File: config.mk
export PLATFORM = sky130hd
export DESIGN_NAME = pkt_decapsulator_flat
export DESIGN_NICKNAME = d
export VERILOG_FILES = /design/src/rtl/pkt_decapsulator_if.sv /design/src/rtl/pkt_decapsulator.sv /design/src/flat_wrapper.sv
export SDC_FILE = /design/constraint.sdc
export NUM_CORES = 1
export LEC_CHECK = 0
export CAP_MARGIN = 40
export CORE_AREA = 4 4 436 438
export CTS_BUF_LIST = sky130_fd_sc_hd__clkbuf_16
export DETAILED_ROUTE_END_ITERATION = 6
export DIE_AREA = 0 0 440 442
export GPL_TIMING_DRIVEN = 0
export HOLD_SLACK_MARGIN = 0.03
export PLACE_DENSITY = 0.44
export SLEW_MARGIN = 10
export SYNTH_ARGS = -nofsm -noshare
export SYNTH_HDL_FRONTEND = slang
export SYNTH_SLANG_ARGS = --single-unit
File: constraint.sdc
create_clock -name clk -period 7.7 [get_ports clk]
set_clock_uncertainty 0.2 [all_clocks]
set_input_delay 1.155 -clock clk [delete_from_list [all_inputs] [get_ports clk]]
set_output_delay 1.155 -clock clk [all_outputs]
set_load 0.005 [all_outputs]
File: src/rtl/pkt_decapsulator_if.sv
// Handshake and data bundle between output port 0 FIFO, router controller,
// BRAM arbiter write port and the packet decapsulator.
//   master: decapsulator side (drives fifo_rd, frame, write_req, done/err)
//   slave : environment side (drives start, fifo_empty/dout, write_gnt)
interface pkt_decapsulator_if #(
    parameter int DATA_WIDTH        = 1024,
    parameter int ADDR_WIDTH        = 10,
    parameter int AURORA_DATA_WIDTH = 64,
    parameter int HEADER_WIDTH      = 9
);
    logic                         start_decap_pkt;
    logic                         decap_done;
    logic                         decap_err;
    logic                         fifo_empty;
    logic                         fifo_rd;
    logic [AURORA_DATA_WIDTH-1:0] fifo_dout;
    logic [HEADER_WIDTH-1:0]      header_pkt_recv;
    logic [ADDR_WIDTH-1:0]        dst_addr_recv;
    logic [DATA_WIDTH-1:0]        data_recv;
    logic                         write_req;
    logic                         write_gnt;

    modport master (
        input  start_decap_pkt,
        input  fifo_empty,
        input  fifo_dout,
        input  write_gnt,
        output decap_done,
        output decap_err,
        output fifo_rd,
        output header_pkt_recv,
        output dst_addr_recv,
        output data_recv,
        output write_req
    );

    modport slave (
        output start_decap_pkt,
        output fifo_empty,
        output fifo_dout,
        output write_gnt,
        input  decap_done,
        input  decap_err,
        input  fifo_rd,
        input  header_pkt_recv,
        input  dst_addr_recv,
        input  data_recv,
        input  write_req
    );
endinterface

File: src/rtl/pkt_decapsulator.sv
// Drains one 19-beat Aurora packet (header, 17 payload, XOR trailer) from the
// port 0 FIFO, checks sync + trailer, and hands the 1034-bit DFX frame to the
// BRAM arbiter via write_req/write_gnt.
// Ports: clk, rst_n (async, active-low), bus (pkt_decapsulator_if.master):
//   start_decap_pkt/decap_done/decap_err  controller handshake
//   fifo_empty/fifo_rd/fifo_dout          FIFO read side (1-cycle latency)
//   header_pkt_recv/dst_addr_recv/data_recv  reassembled fields
//   write_req/write_gnt                   arbiter write handshake
module pkt_decapsulator #(
    parameter int DATA_WIDTH        = 1024,
    parameter int ADDR_WIDTH        = 10,
    parameter int DATA_DFX_WIDTH    = DATA_WIDTH + ADDR_WIDTH,
    parameter int AURORA_DATA_WIDTH = 64,
    parameter int NUMBER_PACKET     = 19,
    parameter int HEADER_WIDTH      = 9
) (
    input logic                 clk,
    input logic                 rst_n,
    pkt_decapsulator_if.master  bus
);

    localparam logic [2:0] S_IDLE  = 3'd0;
    localparam logic [2:0] S_READ  = 3'd1;
    localparam logic [2:0] S_CHECK = 3'd2;
    localparam logic [2:0] S_WRITE = 3'd3;
    localparam logic [2:0] S_DONE  = 3'd4;

    localparam int CW = 5;
    localparam logic [CW-1:0] NBEATS    = CW'(NUMBER_PACKET);
    localparam logic [CW-1:0] LAST_BEAT = CW'(NUMBER_PACKET - 1);
    localparam int PAY_FULL = DATA_WIDTH / AURORA_DATA_WIDTH;
    localparam logic [CW-1:0] ADDR_BEAT = CW'(PAY_FULL + 1);
    localparam int HDR_LSB = AURORA_DATA_WIDTH - 8 - HEADER_WIDTH;
    localparam logic [7:0] SYNC = 8'hA5;

    logic [2:0]                   state_q, state_d;
    logic [CW-1:0]                rd_cnt_q, rd_cnt_d;
    logic [CW-1:0]                rx_cnt_q, rx_cnt_d;
    logic                         vld_q, vld_d;
    logic [AURORA_DATA_WIDTH-1:0] xor_q, xor_d;
    logic                         sync_ok_q, sync_ok_d;
    logic [HEADER_WIDTH-1:0]      hdr_q, hdr_d;
    logic [DATA_DFX_WIDTH-1:0]    frame_q, frame_d;
    logic                         wreq_q, wreq_d;
    logic                         done_q, done_d;
    logic                         derr_q, derr_d;
    logic                         rd_en;
    logic [AURORA_DATA_WIDTH-1:0] beat;

    assign beat  = bus.fifo_dout;
    assign rd_en = (state_q == S_READ) && (rd_cnt_q < NBEATS) &&
                   !bus.fifo_empty;

    always_comb begin
        state_d   = state_q;
        rd_cnt_d  = rd_cnt_q;
        rx_cnt_d  = rx_cnt_q;
        vld_d     = rd_en;
        xor_d     = xor_q;
        sync_ok_d = sync_ok_q;
        hdr_d     = hdr_q;
        frame_d   = frame_q;
        wreq_d    = wreq_q;
        done_d    = 1'b0;
        derr_d    = 1'b0;
        unique case (state_q)
            S_IDLE: begin
                if (bus.start_decap_pkt) begin
                    rd_cnt_d  = '0;
                    rx_cnt_d  = '0;
                    xor_d     = '0;
                    sync_ok_d = 1'b0;
                    state_d   = S_READ;
                end
            end
            S_READ: begin
                rd_cnt_d = rd_cnt_q + {{(CW-1){1'b0}}, rd_en};
                // vld_q marks the beat requested on the previous cycle;
                // rx_cnt_q says which beat of the packet it is.
                if (vld_q) begin
                    xor_d    = xor_q ^ beat;
                    rx_cnt_d = rx_cnt_q + 1'b1;
                    if (rx_cnt_q == '0) begin
                        sync_ok_d = (beat[AURORA_DATA_WIDTH-1 -: 8] == SYNC);
                        hdr_d     = beat[HDR_LSB +: HEADER_WIDTH];
                    end
                    for (int k = 1; k <= PAY_FULL; k++) begin
                        if (rx_cnt_q == CW'(k)) begin
                            frame_d[(k-1)*AURORA_DATA_WIDTH +:
                                    AURORA_DATA_WIDTH] = beat;
                        end
                    end
                    if (rx_cnt_q == ADDR_BEAT) begin
                        frame_d[DATA_DFX_WIDTH-1 -: ADDR_WIDTH] =
                            beat[ADDR_WIDTH-1:0];
                    end
                    if (rx_cnt_q == LAST_BEAT) begin
                        state_d = S_CHECK;
                    end
                end
            end
            S_CHECK: begin
                // xor_q includes the trailer, so a matching trailer leaves 0
                if (!sync_ok_q || (xor_q != '0)) begin
                    state_d = S_DONE;
                    done_d  = 1'b1;
                    derr_d  = 1'b1;
                end else begin
                    state_d = S_WRITE;
                    wreq_d  = 1'b1;
                end
            end
            S_WRITE: begin
                if (bus.write_gnt) begin
                    wreq_d  = 1'b0;
                    state_d = S_DONE;
                    done_d  = 1'b1;
                end
            end
            S_DONE: begin
                state_d = S_IDLE;
            end
            default: begin
                state_d = S_IDLE;
            end
        endcase
    end

    always_ff @(posedge clk or negedge rst_n) begin
        if (!rst_n) begin
            state_q   <= S_IDLE;
            rd_cnt_q  <= '0;
            rx_cnt_q  <= '0;
            vld_q     <= 1'b0;
            xor_q     <= '0;
            sync_ok_q <= 1'b0;
            hdr_q     <= '0;
            frame_q   <= '0;
            wreq_q    <= 1'b0;
            done_q    <= 1'b0;
            derr_q    <= 1'b0;
        end else begin
            state_q   <= state_d;
            rd_cnt_q  <= rd_cnt_d;
            rx_cnt_q  <= rx_cnt_d;
            vld_q     <= vld_d;
            xor_q     <= xor_d;
            sync_ok_q <= sync_ok_d;
            hdr_q     <= hdr_d;
            frame_q   <= frame_d;
            wreq_q    <= wreq_d;
            done_q    <= done_d;
            derr_q    <= derr_d;
        end
    end

    assign bus.fifo_rd         = rd_en;
    assign bus.decap_done      = done_q;
    assign bus.decap_err       = derr_q;
    assign bus.write_req       = wreq_q;
    assign bus.header_pkt_recv = hdr_q;
    assign bus.data_recv       = frame_q[DATA_WIDTH-1:0];
    assign bus.dst_addr_recv   = frame_q[DATA_DFX_WIDTH-1:DATA_WIDTH];

endmodule

File: src/flat_wrapper.sv
// flat-port wrapper written by rule: the top's interface ports become plain ports
module pkt_decapsulator_flat 
#(
    parameter int DATA_WIDTH        = 1024,
    parameter int ADDR_WIDTH        = 10,
    parameter int DATA_DFX_WIDTH    = DATA_WIDTH + ADDR_WIDTH,
    parameter int AURORA_DATA_WIDTH = 64,
    parameter int NUMBER_PACKET     = 19,
    parameter int HEADER_WIDTH      = 9
)
  (clk, rst_n, bus_start_decap_pkt, bus_fifo_empty, bus_fifo_dout, bus_write_gnt, bus_decap_done, bus_decap_err, bus_fifo_rd, bus_header_pkt_recv, bus_dst_addr_recv, bus_data_recv, bus_write_req);
  pkt_decapsulator_if #(.DATA_WIDTH(DATA_WIDTH), .ADDR_WIDTH(ADDR_WIDTH), .AURORA_DATA_WIDTH(AURORA_DATA_WIDTH), .HEADER_WIDTH(HEADER_WIDTH)) bus_i ();
  input logic clk;
  input logic rst_n;
  input wire logic [$bits(bus_i.start_decap_pkt)-1:0] bus_start_decap_pkt;
  input wire logic [$bits(bus_i.fifo_empty)-1:0] bus_fifo_empty;
  input wire logic [$bits(bus_i.fifo_dout)-1:0] bus_fifo_dout;
  input wire logic [$bits(bus_i.write_gnt)-1:0] bus_write_gnt;
  output wire logic [$bits(bus_i.decap_done)-1:0] bus_decap_done;
  output wire logic [$bits(bus_i.decap_err)-1:0] bus_decap_err;
  output wire logic [$bits(bus_i.fifo_rd)-1:0] bus_fifo_rd;
  output wire logic [$bits(bus_i.header_pkt_recv)-1:0] bus_header_pkt_recv;
  output wire logic [$bits(bus_i.dst_addr_recv)-1:0] bus_dst_addr_recv;
  output wire logic [$bits(bus_i.data_recv)-1:0] bus_data_recv;
  output wire logic [$bits(bus_i.write_req)-1:0] bus_write_req;
  assign bus_i.start_decap_pkt = bus_start_decap_pkt;
  assign bus_i.fifo_empty = bus_fifo_empty;
  assign bus_i.fifo_dout = bus_fifo_dout;
  assign bus_i.write_gnt = bus_write_gnt;
  assign bus_decap_done = bus_i.decap_done;
  assign bus_decap_err = bus_i.decap_err;
  assign bus_fifo_rd = bus_i.fifo_rd;
  assign bus_header_pkt_recv = bus_i.header_pkt_recv;
  assign bus_dst_addr_recv = bus_i.dst_addr_recv;
  assign bus_data_recv = bus_i.data_recv;
  assign bus_write_req = bus_i.write_req;
  pkt_decapsulator #(.DATA_WIDTH(DATA_WIDTH), .ADDR_WIDTH(ADDR_WIDTH), .DATA_DFX_WIDTH(DATA_DFX_WIDTH), .AURORA_DATA_WIDTH(AURORA_DATA_WIDTH), .NUMBER_PACKET(NUMBER_PACKET), .HEADER_WIDTH(HEADER_WIDTH)) u_core (.clk(clk), .rst_n(rst_n), .bus(bus_i));
endmodule
==> impl_metrics.tcl, run 1 <==
set metrics [dict create \
    status "finished clean" \
    syn-cell-area_mm2 0.04284 \
    hold_viol_final 0 \
    slowest_delay_ns 0.87 \
    max_freq_ghz 0.2202 \
    cts_root_buf "clkbuf_16" \
    drtPass1Iterations 4 \
    die_h_um 442 \
    post_drt_wl_per_cell_um 28.15 \
    worstPathArrival_ns 3.19 \
    pin_count 1116 \
    start_util 0.2296 \
    area_growth_pct 45.80 \
    path_class "reg2out" \
    rsz0062_at_grt "no" \
    fin_setup_tns_ns 0 \
    synth-main-ff-cell "dfrtp_1" \
    clk_pin_slew_worst_paths_ns 0.06 \
    final_common_cell "dfrtp_1" \
    fin_crit_sh 0.5899 \
    syn_inst 2712 \
    track_usage 0.1889 \
    drive_gt1_frac 0.3294 \
    cp_cell_sequence "buf_6, or3b_2, a211oi_1, clkdlybuf4s50_1" \
    crit_fanout 10 \
    fp.dieW_um 440 \
    ys_seq_elements 1125 \
    tightest_slew_ns 0.9496 \
    place.gp.congestion 0.7566 \
    cts.repair.resized 0 \
    post-cts-setup-buffers 0 \
    min_path_type "in2async" \
    wl_um 186300 \
    avgSynthCellArea_um2 15.80 \
    die-area_mm2 0.1945 \
    fillers 18690 \
    ant_nets 0 \
    rows 159 \
    finalSetupViolCount 0 \
    cp_slowest_cell "clkdlybuf4s50_1" \
    hold_buffers 0 \
    dp_hpwl_um 140600 \
    crit_path_end_kind "primary output" \
    cts.sinks 1125 \
    p_total_mw 27.97 \
    p_per_area_mw_per_mm2 447.8 \
    grt_pass1_vias 29440 \
    coreArea_mm2 0.1866 \
    synth_edf_count 0 \
    tritoncts "built" \
    io_buffers 1092 \
    mostFrequentLayoutCells "dfrtp_1 (1125), clkdlybuf4s50_1 (1091), mux2_2 (1043)" \
    clk_latency_ns 0.78 \
    drv_cap 0 \
    h-tree-depth 4 \
    slew_headroom 0.3669 \
    antenna_found_initial 15 \
    peakVddDrop_mv 0.2181 \
    grt_start_max_net_pins 145 \
    syn_nets 2788 \
    clk_path_buf_depth 3 \
    timing.hold.ws_ns 0.1107 \
    ys_warn_count 0 \
    nets 4089 \
    worstPathRequired_ns 6.34 \
    grt_pass1_wl_um 256100 \
    drc 0 \
    num_vias 27780 \
    slew_viol_final 0 \
    cts_made_buffers 142 \
    period_minus_slack_ns 4.542 \
    async_flop_share 1.000 \
    via_per_inst 4.197 \
    yosysUniqueCellTypes 36 \
    yosysSeqAreaShare 0.6571 \
    drt-initial-drc-count 1005 \
    crit_path_start_kind "register" \
    leakage_nw 26.03 \
    gr-total-overflow 0 \
]
-- layout make-up --
| cell class | instances | area, um^2 | share of cell area |
|---|---|---|---|
| clock inverter | 98 | 730.7 | 0.01170 |
| buffer | 206 | 1022 | 0.01637 |
| inverter | 5 | 18.77 | 0.0003005 |
| clock buffer | 146 | 3654 | 0.05849 |
| multi-input combinational | 1376 | 13680 | 0.2191 |
| sequential | 1125 | 28150 | 0.4507 |
| timing repair buffer | 1157 | 12050 | 0.1930 |
| antenna | 10 | 25.02 | 0.0004006 |
| tap | 2495 | 3122 | 0.04998 |
-- synthesized netlist by cell type, drive strengths merged, types with 3 or more instances --
| library cell | number | area share |
|---|---|---|
| o21ai | 7 | 0.00082 |
| buf | 43 | 0.0095 |
| nand4 | 14 | 0.0020 |
| nor4 | 30 | 0.0044 |
| nand3 | 10 | 0.0012 |
| nor3 | 5 | 0.00058 |
| inv | 5 | 0.00044 |
| nand2 | 89 | 0.0081 |
| nor2b | 3 | 0.00044 |
| xor2 | 66 | 0.013 |
| nor2 | 79 | 0.0070 |
| clkbuf | 163 | 0.014 |
| ha | 7 | 0.0020 |
| mux2 | 1043 | 0.27 |
| dfrtp | 1125 | 0.66 |
-- layer usage --
layer / GRT usage / share of wire / routed length (um) / vias to the layer above
met1: 0.2143 / 0.38 / 71170 / 14720
met4: 0.05543 / 0.029 / 5361 / 6
met3: 0.05378 / 0.063 / 11670 / 212
met2: 0.3420 / 0.53 / 98050 / 732
li1: - / - / - / 12100
met5: 0 / 0.00024 / 44 / -
-- worst paths after layout --
kind,from,slack (ns),end,depth (start not counted)
min in group clk,u_core.frame_q[159]$_DFFE_PN0P_,0.30,u_core.frame_q[159]$_DFFE_PN0P_,1
max in group asynchronous,rst_n,4.39,u_core.frame_q[974]$_DFFE_PN0P_,5
max,u_core.state_q[1]$_DFFE_PN0P_,3.16,bus_fifo_rd,4
min reg2reg,u_core.frame_q[159]$_DFFE_PN0P_,0.30,u_core.frame_q[159]$_DFFE_PN0P_,1
max reg2reg,u_core.state_q[1]$_DFFE_PN0P_,4.20,u_core.frame_q[852]$_DFFE_PN0P_,8
min,rst_n,0.11,u_core.frame_q[883]$_DFFE_PN0P_,1
-- flip-flops by register name, summed over array words and instances, names as in the netlist --
signal	flops
u_core.bus.decap_done	1
u_core.frame_q	1034
u_core.bus.decap_err	1
u_core.bus.header_pkt_recv	9
u_core.xor_q	64
u_core.rd_cnt_q	5
u_core.state_q	3
u_core.sync_ok_q	1
u_core.rx_cnt_q	5
u_core.vld_q	1
u_core.bus.write_req	1
-- logic make-up after synthesis --
family          Yosys count  synth area share
compound gates           18          0.002950
flops                  1125            0.6571
mux                    1043            0.2742
xor+xnor                 66           0.01349
simple gates            242           0.02602
buf+inv                 211           0.02418
fa+ha+maj                 7          0.002044
-- report_power, final --
| group | internal [mW] | switching, mW | leakage (nW) |
|---|---|---|---|
| sequential | 8.80 | 1.56 | 13.2 |
| combinational | 6.96 | 4.25 | 10.5 |
| clock | 3.67 | 2.72 | 2.27 |
-- stage by stage --
step / utilization / cell area, um^2 / setup slack, ns / std cells
global route: 0.3346 / 62440 / 2.958 / 6611
CTS: 0.3345 / 62420 / 3.021 / 6607
detailed placement: 0.3110 / 58040 / 3.451 / 6363
finish: 0.3347 / 62460 / 3.158 / 6618
global placement: 0.3049 / 56890 / -50.94 / 6299
floorplan: - / 42840 / 4.878 / 2712
-- critical path: cells and delay by family (launching register included) --
family / cells / cell delay [ns]
DFF: 1 / 0.37
buffers and inverters: 2 / 1.00
and+or+nand+nor: 1 / 0.56
AOI/OAI and AO/OA: 1 / 0.46
(Power assumes the default switching activity.)
==> run 2, diff against run 1 <==
Settings changed: CORE_AREA 4 4 436 438 to 4 4 427 429, DIE_AREA 0 0 440 442 to 0 0 431 433, PLACE_DENSITY 0.44 to 0.45.
Clock period 7.7 ns to 4.7 ns, I/O delays scaled along.
==> run 2 against run 1 <==
Against the previous run: clock power rose by 58%; flip-flop and latch count unchanged; non-clock buffer count grew 4; clock-buffer cell count down 5; global-route usage rose by 0.46 points; largest power group unchanged.
==> impl_metrics.tcl, run 2 (synthesis results as in run 1) <==
set metrics [dict create \
    status "finished clean" \
    place.gp.congestion 0.7686 \
    drtPass1Iterations 4 \
    start_util 0.2404 \
    grt_pass1_wl_um 250600 \
    h-tree-depth 4 \
    fin_crit_sh 0.8390 \
    min_path_type "in2reg" \
    io_buffers 1092 \
    via_per_inst 4.308 \
    p_per_area_mw_per_mm2 732.3 \
    hold_viol_final 0 \
    timing.hold.ws_ns 0.1390 \
    tightest_slew_ns 0.9310 \
    cp_slowest_cell "clkdlybuf4s50_1" \
    slew_viol_final 0 \
    die-area_mm2 0.1866 \
    crit_fanout 10 \
    cts.repair.resized 0 \
    crit_path_start_kind "register" \
    cp.buffers_inverters 2 \
    leakage_nw 25.95 \
    grt_start_max_net_pins 147 \
    wl_um 184900 \
    clk_path_buf_depth 3 \
    period_minus_slack_ns 3.943 \
    slowest_delay_ns 0.72 \
    final_common_cell "dfrtp_1" \
    crit_path_end_kind "primary output" \
    critical_path.top_delay_family "buffers and inverters" \
    dp_hpwl_um 137800 \
    area_growth_pct 44.98 \
    rows 155 \
    fp.dieW_um 431 \
    regMostFlops "u_core.frame_q" \
    peakVddDrop_mv 0.4335 \
    path_class "reg2out" \
    post-cts-setup-buffers 0 \
    pin_count 1116 \
    largest_reg_flops 1034 \
    antenna_found_initial 20 \
    drv_cap 0 \
    fin_setup_tns_ns 0 \
    slew_headroom 0.3793 \
    cp_cell_sequence "buf_6, or3b_2, a211oi_1, clkdlybuf4s50_1" \
    tritoncts "built" \
    worstPathArrival_ns 3.04 \
    cts.sinks 1125 \
    gr-total-overflow 0 \
    cts_made_buffers 139 \
    worstPathRequired_ns 3.80 \
    grt_pass1_vias 29430 \
    num_vias 27930 \
    rsz0062_at_grt "no" \
    finalSetupViolCount 0 \
    clk_pin_slew_worst_paths_ns 0.05 \
    post_drt_wl_per_cell_um 28.51 \
    max_freq_ghz 0.2536 \
    clk_latency_ns 0.78 \
    coreArea_mm2 0.1782 \
    track_usage 0.1935 \
    drt-initial-drc-count 1127 \
    multi_input_area_mm2 0.01368 \
    nets 4090 \
    fillers 17670 \
    seq_area_mm2 0.02815 \
    cts_root_buf "clkbuf_16" \
    die_h_um 433 \
    drc 0 \
    drive_gt1_frac 0.3262 \
    ant_nets 0 \
    mostFrequentLayoutCells "dfrtp_1 (1125), clkdlybuf4s50_1 (1091), mux2_2 (1043)" \
]
## run 2: final cells by class
cell class | count | area share
well taps | 2355 | 0.04744
clock buffers | 141 | 0.05681
multi-input cells | 1376 | 0.2203
repair buffers | 1161 | 0.1944
plain buffers | 206 | 0.01644
diodes | 9 | 0.0003626
flip-flops and latches | 1125 | 0.4533
inverters | 5 | 0.0003022
clock inverters | 106 | 0.01066
## run 2: where the power goes
part | leakage (nW) | switching [mW] | internal [mW]
clock | 2.17 | 4.42 | 5.67
combinational | 10.5 | 6.96 | 11.4
sequential | 13.2 | 2.61 | 14.4
total | 25.9 | 14.0 | 31.5
## run 2: repair_timing
action	CTS	global route
endpoints found under the setup margin	0	0
hold endpoints to repair	126	0
hold buffers	2	0
## run 2: worst paths after layout
kind	start	endpoint	slack [ns]	cells after the start
worst max-delay path	u_core.state_q[1]$_DFFE_PN0P_	bus_fifo_rd	0.76	4
worst min register to register	u_core.rd_cnt_q[4]$_DFFE_PN0P_	u_core.rd_cnt_q[4]$_DFFE_PN0P_	0.29	1
worst min-delay path	bus_fifo_dout[63]	u_core.frame_q[1023]$_DFFE_PN0P_	0.14	2
worst max register to register	u_core.state_q[1]$_DFFE_PN0P_	u_core.frame_q[748]$_DFFE_PN0P_	1.16	8
min in group asynchronous	rst_n	u_core.frame_q[445]$_DFFE_PN0P_	0.33	2
max in group asynchronous	rst_n	u_core.frame_q[225]$_DFFE_PN0P_	1.07	6
## run 2: metrics by stage
step	setup slack [ns]	utilization	instances	power, mW	instance area, um^2
final	0.7566	0.3485	6484	45.48	62110
after global routing	0.5994	0.3484	6478	47.85	62090
after CTS	0.5807	0.3484	6475	46.32	62090
after detailed placement	0.7194	0.3247	6226	35.90	57880
after global placement	-53.35	0.3182	6159	35.80	56720
after floorplan	2.144	-	2712	22.68	42840
## run 2: routing by layer
metal  wire [um]  GRT usage  part of all wire  up-vias
met5           0          0                 0        -
met1       71180     0.2199              0.39    14720
li1            -          -                 -    12120
met4        8012    0.08292             0.043        0
met2       93860     0.3388              0.51      818
met3       11800    0.05563             0.064      276
